===== src/rtl/uart_pkg.sv =====
// uart_pkg: register map, status bit positions, receiver states and divisor floor shared by the UART blocks.
package uart_pkg;
  localparam logic [1:0] ADDR_DATA   = 2'd0;
  localparam logic [1:0] ADDR_STATUS = 2'd1;
  localparam logic [1:0] ADDR_DIV    = 2'd2;
  localparam logic [1:0] ADDR_CTRL   = 2'd3;
  localparam int ST_VALID   = 0;
  localparam int ST_OVERRUN = 1;
  localparam int ST_FRAME   = 2;
  localparam int ST_BUSY    = 3;
  localparam int DIV_MIN    = 4;
  typedef enum logic [1:0] {IDLE, START, DATA, STOP} rx_state_e;
endpackage


===== src/rtl/uart_sync2.sv =====
// uart_sync2: two-flop synchroniser for an idle-high asynchronous input; both stages reset to 1.
module uart_sync2 (
  input  logic clk,
  input  logic rst,
  input  logic d,
  output logic q
);
  logic [1:0] sync_q, sync_d;
  always_comb sync_d = {sync_q[0], d};
  always_ff @(posedge clk) sync_q <= rst ? 2'b11 : sync_d;
  assign q = sync_q[1];
endmodule


===== src/rtl/uart_rx.sv =====
// uart_rx: 8N1 receiver with mid-bit sampling, programmable divisor and a 4-register host interface.
module uart_rx import uart_pkg::*; #(
  parameter logic [7:0] DIV_RST = 8'd130,
  parameter int         DIV_MIN = uart_pkg::DIV_MIN
) (
  input  logic       clk,
  input  logic       rst,
  input  logic       en,
  input  logic [1:0] addr,
  input  logic       re,
  input  logic       we,
  input  logic [7:0] wdata,
  output logic [7:0] rdata,
  input  logic       rx,
  output logic       rx_irq
);
  rx_state_e  state_q, state_d;
  logic [7:0] cnt_q, cnt_d, div_q, div_d, shift_q, shift_d, rx_data_q, rx_data_d;
  logic [7:0] div_reg_q, div_reg_d, rdata_q, rdata_d, d_eff, rd_mux;
  logic [2:0] bitn_q, bitn_d;
  logic       rx_valid_q, rx_valid_d, overrun_q, overrun_d, frame_err_q, frame_err_d;
  logic       irq_en_q, irq_en_d, rx_prev_q, rx_s;
  logic       rd, wr, done_ok, done_bad, valid_kept, w1c_st;
  uart_sync2 u_sync (.clk(clk), .rst(rst), .d(rx), .q(rx_s));
  assign rd     = re & ~we;
  assign wr     = we;
  assign w1c_st = wr && addr == ADDR_STATUS;
  assign d_eff  = (div_reg_q < 8'(DIV_MIN)) ? 8'(DIV_MIN) : div_reg_q;
  always_comb begin
    state_d  = state_q;
    cnt_d    = cnt_q + 8'd1;
    bitn_d   = bitn_q;
    shift_d  = shift_q;
    div_d    = div_q;
    done_ok  = 1'b0;
    done_bad = 1'b0;
    case (state_q)
      IDLE: begin
        cnt_d = '0;
        if (rx_prev_q && !rx_s) begin
          state_d = START;
          div_d   = d_eff;
        end
      end
      START: if (cnt_q == (div_q >> 1) - 8'd1) begin
        cnt_d   = '0;
        bitn_d  = '0;
        state_d = rx_s ? IDLE : DATA;
      end
      DATA: if (cnt_q == div_q - 8'd1) begin
        cnt_d   = '0;
        shift_d = {rx_s, shift_q[7:1]};
        bitn_d  = bitn_q + 3'd1;
        state_d = (bitn_q == 3'd7) ? STOP : DATA;
      end
      STOP: if (cnt_q == div_q - 8'd1) begin
        cnt_d    = '0;
        state_d  = IDLE;
        done_ok  = rx_s;
        done_bad = ~rx_s;
      end
      default: state_d = IDLE;
    endcase
    if (!en) begin
      state_d  = IDLE;
      cnt_d    = '0;
      done_ok  = 1'b0;
      done_bad = 1'b0;
    end
  end
  // A same-edge RXDATA read frees the holding register, so a completing byte loads instead of overrunning.
  always_comb begin
    valid_kept  = rx_valid_q & ~(rd && addr == ADDR_DATA);
    rx_valid_d  = valid_kept | done_ok;
    rx_data_d   = (done_ok && !valid_kept) ? shift_q : rx_data_q;
    overrun_d   = (overrun_q & ~(w1c_st & wdata[ST_OVERRUN])) | (done_ok & valid_kept);
    frame_err_d = (frame_err_q & ~(w1c_st & wdata[ST_FRAME])) | done_bad;
    div_reg_d   = (wr && addr == ADDR_DIV) ? wdata : div_reg_q;
    irq_en_d    = (wr && addr == ADDR_CTRL) ? wdata[0] : irq_en_q;
    rd_mux      = addr == ADDR_DATA   ? rx_data_q :
                  addr == ADDR_STATUS ? {4'b0, state_q != IDLE, frame_err_q, overrun_q, rx_valid_q} :
                  addr == ADDR_DIV    ? div_reg_q : {7'b0, irq_en_q};
    rdata_d     = rd ? rd_mux : rdata_q;
  end
  always_ff @(posedge clk) begin
    if (rst) begin
      state_q     <= IDLE;
      cnt_q       <= '0;
      bitn_q      <= '0;
      shift_q     <= '0;
      div_q       <= DIV_RST;
      rx_data_q   <= '0;
      rx_valid_q  <= 1'b0;
      overrun_q   <= 1'b0;
      frame_err_q <= 1'b0;
      div_reg_q   <= DIV_RST;
      irq_en_q    <= 1'b0;
      rdata_q     <= '0;
      rx_prev_q   <= 1'b1;
    end else begin
      state_q     <= state_d;
      cnt_q       <= cnt_d;
      bitn_q      <= bitn_d;
      shift_q     <= shift_d;
      div_q       <= div_d;
      rx_data_q   <= rx_data_d;
      rx_valid_q  <= rx_valid_d;
      overrun_q   <= overrun_d;
      frame_err_q <= frame_err_d;
      div_reg_q   <= div_reg_d;
      irq_en_q    <= irq_en_d;
      rdata_q     <= rdata_d;
      rx_prev_q   <= rx_s;
    end
  end
  assign rdata  = rdata_q;
  assign rx_irq = rx_valid_q & irq_en_q;
endmodule


===== config.mk =====
export PLATFORM = sky130hd
export DESIGN_NAME = uart_rx
export DESIGN_NICKNAME = d
export VERILOG_FILES = /design/src/rtl/uart_pkg.sv /design/src/rtl/uart_sync2.sv /design/src/rtl/uart_rx.sv
export SDC_FILE = /design/constraint.sdc
export NUM_CORES = 1
export LEC_CHECK = 0
export CELL_PAD_IN_SITES_DETAIL_PLACEMENT = 0
export CELL_PAD_IN_SITES_GLOBAL_PLACEMENT = 1
export CORE_MARGIN = 3
export CORE_UTILIZATION = 50
export DETAILED_ROUTE_END_ITERATION = 8
export DONT_BUFFER_PORTS = 1
export PLACE_DENSITY = 0.94
export SETUP_SLACK_MARGIN = 0.4
export SLEW_MARGIN = 5
export SYNTH_ARGS = -nofsm -noshare
export SYNTH_HDL_FRONTEND = slang
export SYNTH_SLANG_ARGS = --single-unit

===== constraint.sdc =====
create_clock -name clk -period 7.2 [get_ports clk]
set_clock_uncertainty 0.05 [all_clocks]
set_input_delay 0.72 -clock clk [delete_from_list [all_inputs] [get_ports clk]]
set_output_delay 0.72 -clock clk [all_outputs]
set_load 0.005 [all_outputs]

Word level (Yosys, flattened, before mapping)
Index checks and enable logic that the tools add are counted.
W data, S select, Z words.
- input port bits: 16
- logic and storage cells: 90
- output and inout port bits: 9
- register bits after elaboration: 60
- reduce and logical (&&, ||, !) cells: 18
- $lt $le $gt $ge: 1
- eq/ne operators: 13
- bitwise gates (word level): 17
- muxes and demuxes: 23
- add/subtract/negate cells: 4
- operators with widths (operator ; number):
    $mux W8 ; 6
    $pmux W8 S3 ; 1
    $eq A8 B8 Y1 ; 2
    $mux W2 ; 5
    $add A8 B1 Y8 const B ; 1
    $and A1 B1 Y1 ; 8
    $eq A2 B2 Y1 const B ; 4
    $lt A8 B3 Y1 const B ; 1
    $ne A2 B2 Y1 const B ; 4
    $pmux W2 S4 ; 1
    $sub A7 B1 Y8 const B ; 1
    $sub A8 B1 Y8 const B ; 1
    $mux W1 ; 7
    $logic_and A1 B1 Y1 ; 6
    $mux W3 ; 2
    $not A1 Y1 ; 6
    $pmux W3 S2 ; 1
    $eq A2 B1 Y1 const B ; 2
    $logic_not A2 Y1 ; 2
    $reduce_and A2 Y1 ; 2
    $reduce_and A4 Y1 ; 1
    $reduce_bool A2 Y1 ; 2
    $reduce_or A2 Y1 ; 2
    $add A3 B1 Y3 const B ; 1
    4 further kinds ; 7

Logic depth before layout (Yosys ltp)
- depth after elaboration: 7
- mapped depth: 9
- depth with buffers taken out: 8

Modules after synthesis
Synthesis repeated with hierarchy kept, for this count alone.
- cells, all modules: 326
- area, all modules: 2984.1 um2
- modules (own cells, without submodules) (module ; cells each ; sequential area each (um2) ; instances ; area an instance (um2)):
    uart_rx ; 322 ; 1161.1 ; 1 ; 2931.6
    uart_sync2 ; 4 ; 40.0 ; 1 ; 52.6

Worst setup path before layout
Ideal clock, no wire load.
- path type: register to register
- start point: reg div_q[5]
- end point: reg rx_data_q[0]
- library setup time: 72 ps
- path buffers: 2
- data arrival time: 2479 ps
- cell stages (with the launch flop): 9
- data required time: 7078 ps
- period minus slack after synthesis: 2601 ps
- path slack: 4599 ps
- path through: dfxtp_1 -> buf_2 -> or3_4 -> or4_4 -> a2111oi_4 -> o311ai_4 -> nor3b_2 -> buf_6 -> mux2i_1
- longest elaborated chain between the ends: 6
- ends and longest elaborated chain (item ; RTL line ; source):
    start: declaration ; uart_rx.sv:18 ; logic [7:0] cnt_q, cnt_d, div_q, div_d, shift_q, shift_d, rx_data_q, rx_data_d;
    start signal: assignment ; uart_rx.sv:105 ; div_q <= div_d;
    $sub A8 B1 Y8 ; uart_rx.sv:56 ; STOP: if (cnt_q == div_q - 8'd1) begin
    $eq A8 B8 Y1 ; uart_rx.sv:56 ;
    $mux W1 ; uart_rx.sv:56 ;
    $mux W1 ; uart_rx.sv:37 ; case (state_q)
    $mux W1 ; uart_rx.sv:64 ; if (!en) begin
    $logic_and A1 B1 Y1 ; uart_rx.sv:75 ; rx_data_d = (done_ok && !valid_kept) ? shift_q : rx_data_q;
    end signal: assignment ; uart_rx.sv:106 ; rx_data_q <= rx_data_d;
    end: declaration ; uart_rx.sv:18 ;
No other way between the ends.
A chain may end at the register's enable or synchronous reset.

Final worst setup path
- start point: reg div_q[4]
- end point: reg rx_data_q[6]
The elaborated chain is that of the path after synthesis.

==> metrics.yaml <==
synth_enable_flop_cells: 0
design.final.nets: 379
place_congestion: 0.8694
synth-warning-count: 0
hold_buffers: 0
cts_made_buffers: 9
pin_count_of_the_biggest_net_entering_global_routing: 64
max-clock-path-buffers: 2
max_cap_violations: 0
worst_setup_path_end_kind: "flop"
path_class: "reg -> reg"
data_arrival_time_at_the_worst_slack_endpoint_ns: 3.40
maxClockFrequency_ghz: 0.3139
cts.clk_slew.worst_paths_ns: 0.07
yosys_register_bits: 60
holdWs_ns: 0.3616
post_synthesis_cell_area_mm2: 0.003149
avgRoutedWirePerCell_um: 15.02
syn_nets: 393
unrepaired_setup_endpoints_after_global_routing: "false"
worst_slew_pin_slew_ns: 0.7453
post_synth_inst_count: 372
placement_rows: 28
synth.most_common_cell: "sky130_fd_sc_hd__dfxtp_1"
outcome: "finished, final reports clean"
portBuffers: 0
cts_setup_buffers: 0
grt_overflow: 0
insertion_delay_to_the_later_sink_of_the_worst_skew_pair_ns: 0.34
cts_tree: "yes"
detailroute.via_count: 2550
ant_diodes: 0
seq_area_mm2: 0.001201
post-synth-top-area-cell: "sky130_fd_sc_hd__dfxtp_1"
antenna_violations_before_repair: 0
detail_route.drc_violations: 0
floorplan.die.height_um: 85.37
yosysUniqueCellTypes: 56
multi_input_combinational_cell_area_mm2: 0.001803
buffer_cell_driving_the_clock_tree_root: "sky130_fd_sc_hd__clkbuf_8"
vias_per_cell: 5.822
h-tree-depth: 3
peakVddDrop_v: 0.0001185
wl_um: 6579
grt_pass1_vias: 2286
detailedRoute.firstIterationViolations: 151
leakage_nw: 1.084
layout_worst_path_cycle_share: 0.4424
path_max_fanout: 18
finalMaxSlewViolations: 0
finalSetupViolCount: 0
total_power_mw: 0.6459
initial_cell_density_of_the_core: 0.5226
firstDrtPassIters: 4
layout-drive-gt1-share: 0.08815
design.die.area_mm2: 0.007287
power_density_cells_mw_per_mm2: 195.6
ys_seq_area_frac: 0.3814
globalRouteTotalUtil: 0.1906
relSlewSlack: 0.5010
top_ff_cell_synth: "sky130_fd_sc_hd__dfxtp_1"
critPathRequiredTime_ns: 7.41
flow.area_growth_from_synthesis_pct: 4.847
tns_ns: 0
register_to_register_path_setup_slack_ns: 4.01
postSynthAreaPerCell_um2: 8.466
synth_async_sr_flop_share: 0
cts_repair_resized_insts: 0
synth.area.top_cells: "sky130_fd_sc_hd__dfxtp_1 (38%), sky130_fd_sc_hd__xnor2_1 (4.7%), sky130_fd_sc_hd__a21oi_1 (4.6%), sky130_fd_sc_hd__nand2_1 (4.5%), sky130_fd_sc_hd__nand2b_1 (4.2%)"
post_synth_most_frequent_cells: "sky130_fd_sc_hd__dfxtp_1 (60), sky130_fd_sc_hd__nand2_1 (38), sky130_fd_sc_hd__nor2_1 (30)"
place_hpwl_um: 4589
global_route_wire_length_before_repair_um: 11080
synthDominantCellAreaShare: 0.3814
finalHoldViolations: 0
io_pins: 25
tritoncts_num_sinks: 60
min_path_type: "reg -> reg"
nFillCells: 579
core-area_mm2: 0.006026
critical_path.startpoint_type: "flop"
fp.dieW_um: 85.37
ant_nets: 0
fin_crit_ns: 3.186
[per-stage QoR]
stage	cell area, um^2	std cells	util	setup slack, ns
after global routing	3302	438	0.5480	3.862
after detailed placement	3132	422	0.5197	4.021
after floorplan	3149	372	-	4.599
after CTS	3302	438	0.5480	3.993
after global placement	3132	422	0.5197	4.087
final	3302	438	0.5480	4.014
[cell usage in the layout, fill, tap and decap left out, types with 2 or more instances in the layout]
master                     synthesis  final
sky130_fd_sc_hd__o31ai_1           3      3
sky130_fd_sc_hd__a211oi_1          3      3
sky130_fd_sc_hd__o21ai_0          13     13
sky130_fd_sc_hd__nand3b_1          7      7
sky130_fd_sc_hd__and3_1            2      2
sky130_fd_sc_hd__nor4_1            3      3
sky130_fd_sc_hd__clkbuf_1         19      2
sky130_fd_sc_hd__nor3b_1           5      5
sky130_fd_sc_hd__nor3_1            5      5
sky130_fd_sc_hd__xnor2_1          17     17
sky130_fd_sc_hd__nor4b_1           2      2
sky130_fd_sc_hd__ha_1              5      5
sky130_fd_sc_hd__clkinv_4          0      3
sky130_fd_sc_hd__nand2_1          38     38
sky130_fd_sc_hd__inv_1             7      7
sky130_fd_sc_hd__o211a_1           2      2
sky130_fd_sc_hd__a21oi_1          29     29
sky130_fd_sc_hd__nand3_1          26     26
sky130_fd_sc_hd__mux2_2            4      4
sky130_fd_sc_hd__a22oi_1           4      4
sky130_fd_sc_hd__nor2b_1          10     10
sky130_fd_sc_hd__xor2_1            5      5
sky130_fd_sc_hd__mux2i_1          12     12
sky130_fd_sc_hd__nand2b_1         21     21
sky130_fd_sc_hd__clkbuf_8          0      9
sky130_fd_sc_hd__o211ai_1          2      2
sky130_fd_sc_hd__dfxtp_1          60     60
sky130_fd_sc_hd__nor2_1           30     30
sky130_fd_sc_hd__or2_2             4      4
sky130_fd_sc_hd__o221ai_1          3      3
[layer usage]
layer | share of wire | wire length (um) | track usage | up-vias
met2 | 0.43 | 2801 | 0.2648 | 62
li1 | - | - | - | 1275
met4 | 0.021 | 138 | 0.08345 | 0
met5 | 0 | 0 | 0 | -
met1 | 0.50 | 3269 | 0.2804 | 1200
met3 | 0.056 | 369 | 0.04175 | 13
[where the power goes]
part / leakage (nW) / switching (mW) / internal [mW]
combinational: 0.515 / 0.0194 / 0.0182
sequential: 0.486 / 0.00648 / 0.338
clock: 0.0835 / 0.138 / 0.126
[final cells by class]
type                    count  area share
multi-input cells         279      0.5460
flip-flops and latches     60      0.3638
clock buffers              11     0.03979
well taps                  75     0.02842
clock inverters             5     0.01175
inverters                   7    0.007958
repair buffers              1    0.002274
[flip-flops by register name, summed over array words and instances, names as in the netlist, 2 cells and up, named ones only]
register	flops
cnt_q	8
div_q	8
div_reg_q	8
rdata	8
rx_data_q	8
shift_q	8
bitn_q	3
u_sync.sync_q	2
[logic make-up after synthesis]
group | share of synthesized area
fa+ha+maj | 0.01986
flops | 0.3814
xor+xnor | 0.06118
mux | 0.05959
simple gates | 0.2662
compound gates | 0.1657
buf+inv | 0.04609
[worst max-delay path: stages (launching register included)]
cell and delay (ns):
sky130_fd_sc_hd__dfxtp_1 0.41, sky130_fd_sc_hd__or3_4 0.43, sky130_fd_sc_hd__or4_4 0.53, sky130_fd_sc_hd__a2111oi_4 0.42, sky130_fd_sc_hd__o311ai_4 0.29, sky130_fd_sc_hd__nor3b_2 0.70, sky130_fd_sc_hd__mux2i_1 0.26
[final timing paths]
check / start / end / cells past startpoint
max: div_q[4]$_SDFFE_PP0P_ / rx_data_q[6]$_SDFFE_PP0P_ / 6
min: u_sync.sync_q[0]$_SDFF_PP1_ / u_sync.sync_q[1]$_SDFF_PP1_ / 1
max reg2reg: div_q[4]$_SDFFE_PP0P_ / rx_data_q[6]$_SDFFE_PP0P_ / 6
min reg2reg: u_sync.sync_q[0]$_SDFF_PP1_ / u_sync.sync_q[1]$_SDFF_PP1_ / 1
Power figures use the tool's default switching activity.
